## config.mk

```make
export PLATFORM = sky130hd
export DESIGN_NAME = bnn_inst_fetch
export DESIGN_NICKNAME = d
export VERILOG_FILES = /design/src/rtl/bnn_inst_fetch.sv
export SDC_FILE = /design/constraint.sdc
export NUM_CORES = 1
export LEC_CHECK = 0
export BUFFER_PORTS_ARGS = -buffer_cell sky130_fd_sc_hd__buf_2
export CORE_UTILIZATION = 40
export CTS_BUF_LIST = sky130_fd_sc_hd__clkbuf_8
export CTS_CLUSTER_SIZE = 14
export DETAILED_ROUTE_END_ITERATION = 16
export PLACE_DENSITY = 0.64
export SLEW_MARGIN = 20
export SYNTH_ARGS = -nofsm -noshare
export SYNTH_HDL_FRONTEND = slang
export SYNTH_SLANG_ARGS = --single-unit
```

## constraint.sdc

```tcl
create_clock -name clk -period 11.35 [get_ports clk]
set_input_delay 2.27 -clock clk [delete_from_list [all_inputs] [get_ports clk]]
set_output_delay 2.27 -clock clk [all_outputs]
set_load 0.02 [all_outputs]
```

## src/rtl/bnn_inst_fetch.sv

```systemverilog
// Instruction fetch for the BNN controller: walks a PC through the instruction SRAM,
// buffers returning words in a small prefetch FIFO and handles jump redirects.
module bnn_inst_fetch #(
  parameter int ADDR_W     = 10,
  parameter int INST_W     = 16,
  parameter int FIFO_DEPTH = 4
) (
  input  logic              clk,
  input  logic              rst,
  input  logic              start,
  input  logic [ADDR_W-1:0] start_addr,
  input  logic [ADDR_W-1:0] end_addr,
  output logic              busy,
  output logic              done,
  output logic              imem_en,
  output logic [ADDR_W-1:0] imem_addr,
  input  logic [INST_W-1:0] imem_rdata,
  output logic              inst_valid,
  input  logic              inst_ready,
  output logic [INST_W-1:0] inst,
  output logic [ADDR_W-1:0] inst_pc,
  input  logic              redirect,
  input  logic [ADDR_W-1:0] redirect_pc
);

  localparam int PTR_W = (FIFO_DEPTH > 1) ? $clog2(FIFO_DEPTH) : 1;
  localparam int CNT_W = PTR_W + 1;

  typedef enum logic [1:0] {IDLE, RUN, DRAIN} state_t;

  typedef struct packed {
    logic [ADDR_W-1:0] pc;
    logic [INST_W-1:0] data;
  } entry_t;

  state_t            state;
  // One extra bit so incrementing past the top address lands beyond end_addr.
  logic [ADDR_W:0]   fetch_pc;
  logic [ADDR_W-1:0] last_addr;
  logic [ADDR_W-1:0] ret_pc;
  logic              inflight;
  logic              kill;
  logic [PTR_W-1:0]  wr_ptr;
  logic [PTR_W-1:0]  rd_ptr;
  logic [CNT_W-1:0]  count;
  entry_t            mem [FIFO_DEPTH];

  logic              redir;
  logic              credit_ok;
  logic              issue;
  logic              push;
  logic              pop;
  logic [CNT_W-1:0]  count_next;
  logic [ADDR_W:0]   pc_next;
  logic              finish;
  entry_t            head;

  assign redir      = redirect && (state != IDLE);
  assign credit_ok  = ({1'b0, count} + (CNT_W+1)'(inflight)) < (CNT_W+1)'(FIFO_DEPTH);
  assign issue      = (state == RUN) && (fetch_pc <= {1'b0, last_addr}) && credit_ok;
  assign imem_en    = issue;
  assign imem_addr  = issue ? fetch_pc[ADDR_W-1:0] : '0;

  assign inst_valid = (count != '0);
  assign head       = mem[rd_ptr];
  assign inst       = inst_valid ? head.data : '0;
  assign inst_pc    = inst_valid ? head.pc   : '0;

  // A redirect in the same cycle drops both the returning word and the pop.
  assign push       = inflight && !kill && !redir;
  assign pop        = inst_valid && inst_ready && !redir;
  assign count_next = redir ? '0 : count + CNT_W'(push) - CNT_W'(pop);
  assign pc_next    = redir ? {1'b0, redirect_pc} : fetch_pc + (ADDR_W+1)'(issue);
  assign finish     = (state != IDLE) && (pc_next > {1'b0, last_addr}) &&
                      (count_next == '0) && !issue;

  // NOTE: sequential state uses non-blocking assignments so every register
  // samples the pre-edge values, independent of statement order.
  always_ff @(posedge clk or negedge rst) begin
    if (!rst) begin
      state     <= IDLE;
      fetch_pc  <= '0;
      last_addr <= '0;
      ret_pc    <= '0;
      inflight  <= 1'b0;
      kill      <= 1'b0;
      wr_ptr    <= '0;
      rd_ptr    <= '0;
      count     <= '0;
      busy      <= 1'b0;
      done      <= 1'b0;
    end else begin
      done     <= 1'b0;
      inflight <= issue;
      kill     <= redir && issue;
      count    <= count_next;
      if (issue) ret_pc <= fetch_pc[ADDR_W-1:0];

      if (redir) begin
        wr_ptr <= '0;
        rd_ptr <= '0;
      end else begin
        if (push) wr_ptr <= wr_ptr + 1'b1;
        if (pop)  rd_ptr <= rd_ptr + 1'b1;
      end

      if (state == IDLE) begin
        if (start) begin
          last_addr <= end_addr;
          fetch_pc  <= {1'b0, start_addr};
          state     <= RUN;
          busy      <= 1'b1;
        end
      end else begin
        fetch_pc <= pc_next;
        if (finish) begin
          state <= IDLE;
          busy  <= 1'b0;
          done  <= 1'b1;
        end else begin
          state <= (pc_next > {1'b0, last_addr}) ? DRAIN : RUN;
        end
      end
    end
  end

  // NOTE: FIFO storage carries no reset; count gates every read of it, and
  // outputs are forced to zero while the FIFO is empty.
  always_ff @(posedge clk) begin
    if (push) mem[wr_ptr] <= '{pc: ret_pc, data: imem_rdata};
  end

endmodule

```

Word level (Yosys, flattened, before mapping)
Memories as Yosys holds them, arrays and structs flattened.
Index checks and enable logic that the tools add are counted.
Widths: inputs -> output; s select.
{"block": "word_totals", "out_inout_bits": 40, "mem_bits_rw": 104, "inputBits": 51, "wordCells": 68, "memories": 1, "ff_bits": 44}
{"block": "op_classes", "n_eq_ne": 2, "add_sub_neg": 6, "reduce_logical": 23, "order_cmp": 3, "mux": 22}
{"name": "mem", "depth": 4, "word_bits": 26, "rd": 1, "rd_ports_with_merged_regs": 0, "write_ports": 1, "line_no": "46", "text": "entry_t mem [FIFO_DEPTH];"}
{"operator": "$mux 11", "count": 3}
{"operator": "$mux 10", "count": 2}
{"operator": "$mux 16", "count": 1}
{"operator": "$mux 2", "count": 8}
{"operator": "$add 11x1->11", "count": 1}
{"operator": "$gt 11x10->1", "count": 1}
{"operator": "$le 11x10->1", "count": 1}
{"operator": "$logic_and 1x1->1", "count": 11}
{"operator": "$reduce_bool 2->1", "count": 4}
{"operator": "$mux 1", "count": 7}
{"operator": "$add 2x1->2 const B", "count": 2}
{"operator": "$add 3x1->4", "count": 1}
{"operator": "$lt 4x3->1 const B", "count": 1}
{"operator": "$reduce_and 2->1", "count": 2}
{"operator": "$add 3x1->3", "count": 1}
{"operator": "$logic_not 1->1", "count": 3}
{"operator": "$logic_not 3->1", "count": 1}
{"operator": "$mux 3", "count": 1}
{"operator": "$reduce_bool 3->1", "count": 1}
{"operator": "$sub 3x1->3", "count": 1}
{"operator": "$eq 2x1->1 const B", "count": 1}
{"operator": "$logic_not 2->1", "count": 1}
{"operator": "$ne 2x2->1 const B", "count": 1}

Logic depth before layout (Yosys ltp)
{"block": "logic_depth", "word_depth": 12, "mapped_depth": 23}

Worst setup path after synthesis
Ideal clock, no wire load.
{"block": "synth_path", "path_type": "input to register", "startpoint": "input redirect", "endpoint": "register done", "arrival_ns": 4.477, "cell_stages": 12, "setup_time_ns": 0.120, "setup_slack_ns": 6.754, "n_path_buf": 2, "required_ns": 11.230, "path_cell_list": "clkbuf_1 nor2b_1 clkbuf_1 nor2_1 ha_1 inv_1 ha_1 fa_1 xor2_1 nand2_1 nand2_1 and3_1"}
{"block": "synth_via", "elab_chain_cells": 11, "elab_cells_between_ends": 15, "cone_classes": "add/sub: 2; order compare: 1; mux: 4; reduce/logical: 8"}
{"item": "start, declared", "line_no": "22", "text": "input logic redirect,"}
{"item": "$logic_and 1x1->1 *", "line_no": "58", "text": "assign redir = redirect && (state != IDLE);"}
{"item": "$logic_not 1->1", "line_no": "70, 71"}
{"item": "$logic_and 1x1->1", "line_no": "70", "text": "assign push = inflight && !kill && !redir;"}
{"item": "$add 3x1->3", "line_no": "72", "text": "assign count_next = redir ? '0 : count + CNT_W'(push) - CNT_W'(pop);"}
{"item": "$sub 3x1->3", "line_no": "72"}
{"item": "$mux 3", "line_no": "72"}
{"item": "$logic_not 3->1", "line_no": "75", "text": "(count_next == '0) && !issue;"}
{"item": "$logic_and 1x1->1 *", "line_no": "74", "text": "assign finish = (state != IDLE) && (pc_next > {1'b0, last_addr}) &&"}
{"item": "$logic_and 1x1->1 *", "line_no": "75"}
{"item": "$mux 1 *", "line_no": "116", "text": "if (finish) begin"}
{"item": "$mux 1 *", "line_no": "107", "text": "if (state == IDLE) begin"}
{"item": "end signal, assigned", "line_no": "91", "text": "done <= 1'b0;"}
{"item": "end signal, assigned", "line_no": "93", "text": "done <= 1'b0;"}
{"item": "end signal, assigned", "line_no": "119", "text": "done <= 1'b1;"}
{"item": "end, declared", "line_no": "14", "text": "output logic done,"}
Mark *: on every way between the ends. The rest lies on a longest branch, timed or not.
A chain may end at the register's enable or synchronous reset.

Worst setup path in the final report
{"block": "layout_path", "startpoint": "register fetch_pc[8]", "endpoint": "output imem_addr[0]"}
{"block": "layout_via", "elab_chain_cells": 4}
{"item": "start, declared", "line_no": "38", "text": "logic [ADDR_W:0] fetch_pc;"}
{"item": "start signal, assigned", "line_no": "110", "text": "fetch_pc <= {1'b0, start_addr};"}
{"item": "start signal, assigned", "line_no": "115", "text": "fetch_pc <= pc_next;"}
{"item": "$le 11x10->1", "line_no": "60", "text": "assign issue = (state == RUN) && (fetch_pc <= {1'b0, last_addr}) && credit_ok;"}
{"item": "$logic_and 1x1->1 (2 in a row)", "line_no": "60"}
{"item": "$mux 10", "line_no": "62", "text": "assign imem_addr = issue ? fetch_pc[ADDR_W-1:0] : '0;"}
{"item": "end, declared", "line_no": "16", "text": "output logic [ADDR_W-1:0] imem_addr,"}
Every way passes these cells.

==> impl_metrics.ini <==
[run_status]
status = finished, final reports clean

[detailed_routing]
antenna_left = 0
routed_wl_um = 13500
via_per_inst = 5.04
drt_iter0_markers = 206
wl_per_cell_um = 17.1
vias = 3973
drc = 0
drt_pass1_iterations = 4

[grt]
grt_pass1_wl_um = 21900
grt_pass1_vias = 4225
track_usage_pct = 16.8
grt_start_max_net_pins = 45
antenna_found_initial = 0
grt_overflow = 0

[yosys]
yosysTopAreaCellShare_pct = 46.5
yosys_warnings = 0
synth_top_family_by_area = multiplexers
synthAdderAreaFrac_pct = 5.70
ys_seq_area_share_pct = 62.9
synthSimpleGateAreaFrac_pct = 9.35
synth-xor-area-share_pct = 1.69
synth_mux_area_share_pct = 12.5
syn_area_um2 = 6720
synth_flop_cell = edfxtp_1
async_reset_ff_share_pct = 29.7
netlist_instances = 460
ys_ff_latch = 148
yosysTopAreaCell = edfxtp_1
synth.area.top_cells = edfxtp_1 (46%), dfrtp_1 (16%), mux4_2 (8.7%)
synth_edf_count = 104
yosys-top-cells-count = edfxtp_1 (104), dfrtp_1 (44), nor2_1 (36), and2_1 (29), ha_1 (29)
synthMostInstantiatedCell = edfxtp_1
synth-compound-area-share_pct = 5.12
syn_nets = 541
yosysUniqueCellTypes = 46
synth.avg_cell_area_um2 = 14.6

[hold_path]
hold_class = flip-flop to flip-flop
hold_depth = 0
min_to = mem[1][23]$_DFFE_PP_
hp-start = ret_pc[7]$_DFFE_PN0N_

[timing]
period_minus_slack_ns = 5.40
tns_ns = 0
hold_viol_final = 0
worst_slack_ns = 5.95
rsz0062_at_grt = false
slew_headroom_pct = 33.4
worstMarginPinSlew_ns = 0.997
finalCritPeriodShare_pct = 47.5
slew_violations = 0
fin_skew_ns = 0.0101
max_freq_mhz = 185
setup_viol = 0

[critical_path]
cpPeakStageDelay_ns = 0.71
worstPathCellList = ha_1, and4_4, nand3_2, a21oi_2, a2111oi_4, o2111ai_4, inv_2, ha_1, buf_2
crit_family = compound AO/OA/AOI/OAI gates
r2r-start = fetch_pc[4]$_DFFE_PN0P_
required_ns = 9.08
cp_max_fo = 24
slowest_stage = o2111ai_4
critPathLaunchType = flip-flop
worst_setup_path_end_kind = output pin
worst-setup-path-type = flip-flop to output pin
reg2reg_slack_ns = 6.57
r2r_cells = 18
critPathBufInv = 2
r2r_end = state[1]$_DFFE_PN0P_
crit_arrival_ns = 3.13
crit_top_cell = ha_1

[clocking]
cts_buffers = 17
root_buffer = clkbuf_8
hold_buffers = 0
path_clk_slew_ns = 0.08
cts_resized = 0
clockBufferDepth = 2
numClockSinks = 148
cts_tree = done
post_cts.repair.setup_buffers = 0
htreeDepth = 4
clock_latency_ns = 0.45

[die]
core_area_um2 = 16500
fp.dieH_um = 132
ios = 91
dieArea_um2 = 17300
die_x_um = 132
start_util_pct = 40.8
rows = 47

[power]
irDropWorstVdd_mv = 0.121
powerDensity_nw_per_um2 = 273
cellLeakagePower_nw = 3.13

[finish]
stdcell_count = 788
seqCellArea_um2 = 4230
diodes = 0
multi_input_area_um2 = 2310
fill_cells = 1479
final_layout_size_suffix_gt1_share_pct = 29.9
final_nets = 636
area_growth_pct = 15.6
final_cell_area_um2 = 7770

[placed_design]
place_congestion = 0.890
port_buffers = 90
dpl_worst_slack_ns = 6.36
dp_hpwl_um = 9070
dp_cells = 756
place_area_um2 = 7400

[flow_run]
cap_viol_max_count = 0
## report_power, final
group          internal [mW]  switching [mW]
sequential             0.707           0.112
clock                  0.174           0.203
combinational          0.405           0.518
## cells by family after synthesis
group / Yosys count
and+or+nand+nor: 123
xor gates and xnor gates: 13
DFF: 148
AOI/OAI and AO/OA: 52
muxes: 48
adders and majority gates: 30
buffers and inverters: 46
## sequential cells by signal (all words and copies together) (netlist names)
signal and flops:
inflight 1, busy 1, ret_pc 10, fetch_pc 11
done 1, state 2, rd_ptr 2, count 3
last_addr 10, kill 1, mem 104, wr_ptr 2
## worst max-delay path by stage
stage / from / endpoint / slack [ns] / cells after the start
2_1_floorplan: redirect / done$_DFF_PN0_ / 6.75 / 12
3_3_place_gp: redirect / state[1]$_DFFE_PN0P_ / 6.49 / 10
3_5_place_dp: redirect / state[1]$_DFFE_PN0P_ / 6.36 / 10
4_1_cts: fetch_pc[8]$_DFFE_PN0P_ / imem_addr[0] / 5.90 / 9
5_1_grt: fetch_pc[2]$_DFFE_PN0P_ / imem_addr[0] / 5.73 / 8
6_report: fetch_pc[8]$_DFFE_PN0P_ / imem_addr[0] / 5.95 / 9
## metal layers
| layer | vias to the layer above | wire, um | part of all wire (%) | global-route usage, % |
|---|---|---|---|---|
| li1 | 1883 | - | - | - |
| met1 | 1973 | 6080 | 45 | 21.1 |
| met2 | 106 | 6590 | 49 | 28.0 |
| met3 | 11 | 688 | 5.1 | 4.36 |
| met4 | 0 | 124 | 0.92 | 5.62 |
| met5 | - | 0 | 0 | 0 |
## final cells by class
| type | count | area share, % |
|---|---|---|
| inverter | 25 | 1.21 |
| multi-input combinational | 266 | 29.7 |
| clock buffer | 17 | 3.01 |
| tap | 220 | 3.54 |
| clock inverter | 15 | 1.66 |
| sequential | 148 | 54.4 |
| timing repair buffer | 97 | 6.51 |
## stage by stage
step | total power, mW | hold slack, ns | utilization (%)
floorplan | 1.49 | 0.471 | -
global placement | 1.74 | 0.500 | 45.0
detailed placement | 1.76 | 0.520 | 45.0
CTS | 2.15 | 0.532 | 47.2
global route | 2.26 | 0.541 | 47.2
finish | 2.12 | 0.527 | 47.2
## cell usage in the layout (no fill, tap or decap), types with 4 or more instances in the layout
cell type and n:
nor2b_1 6, inv_1 24, xor2_1 4, clkbuf_8 17, buf_2 89, nand3_1 5
and3_1 6, a21o_1 4, o21ai_0 14, dfrtp_1 43, buf_4 8, and2_1 29
nand2_1 24, mux4_2 26, xnor2_1 9, mux2_2 6, mux2_4 5, nand4_1 6
a21oi_1 19, mux2i_1 11, nor2_1 36, edfxtp_1 104, ha_1 29
Power figures use the tool's default switching activity.
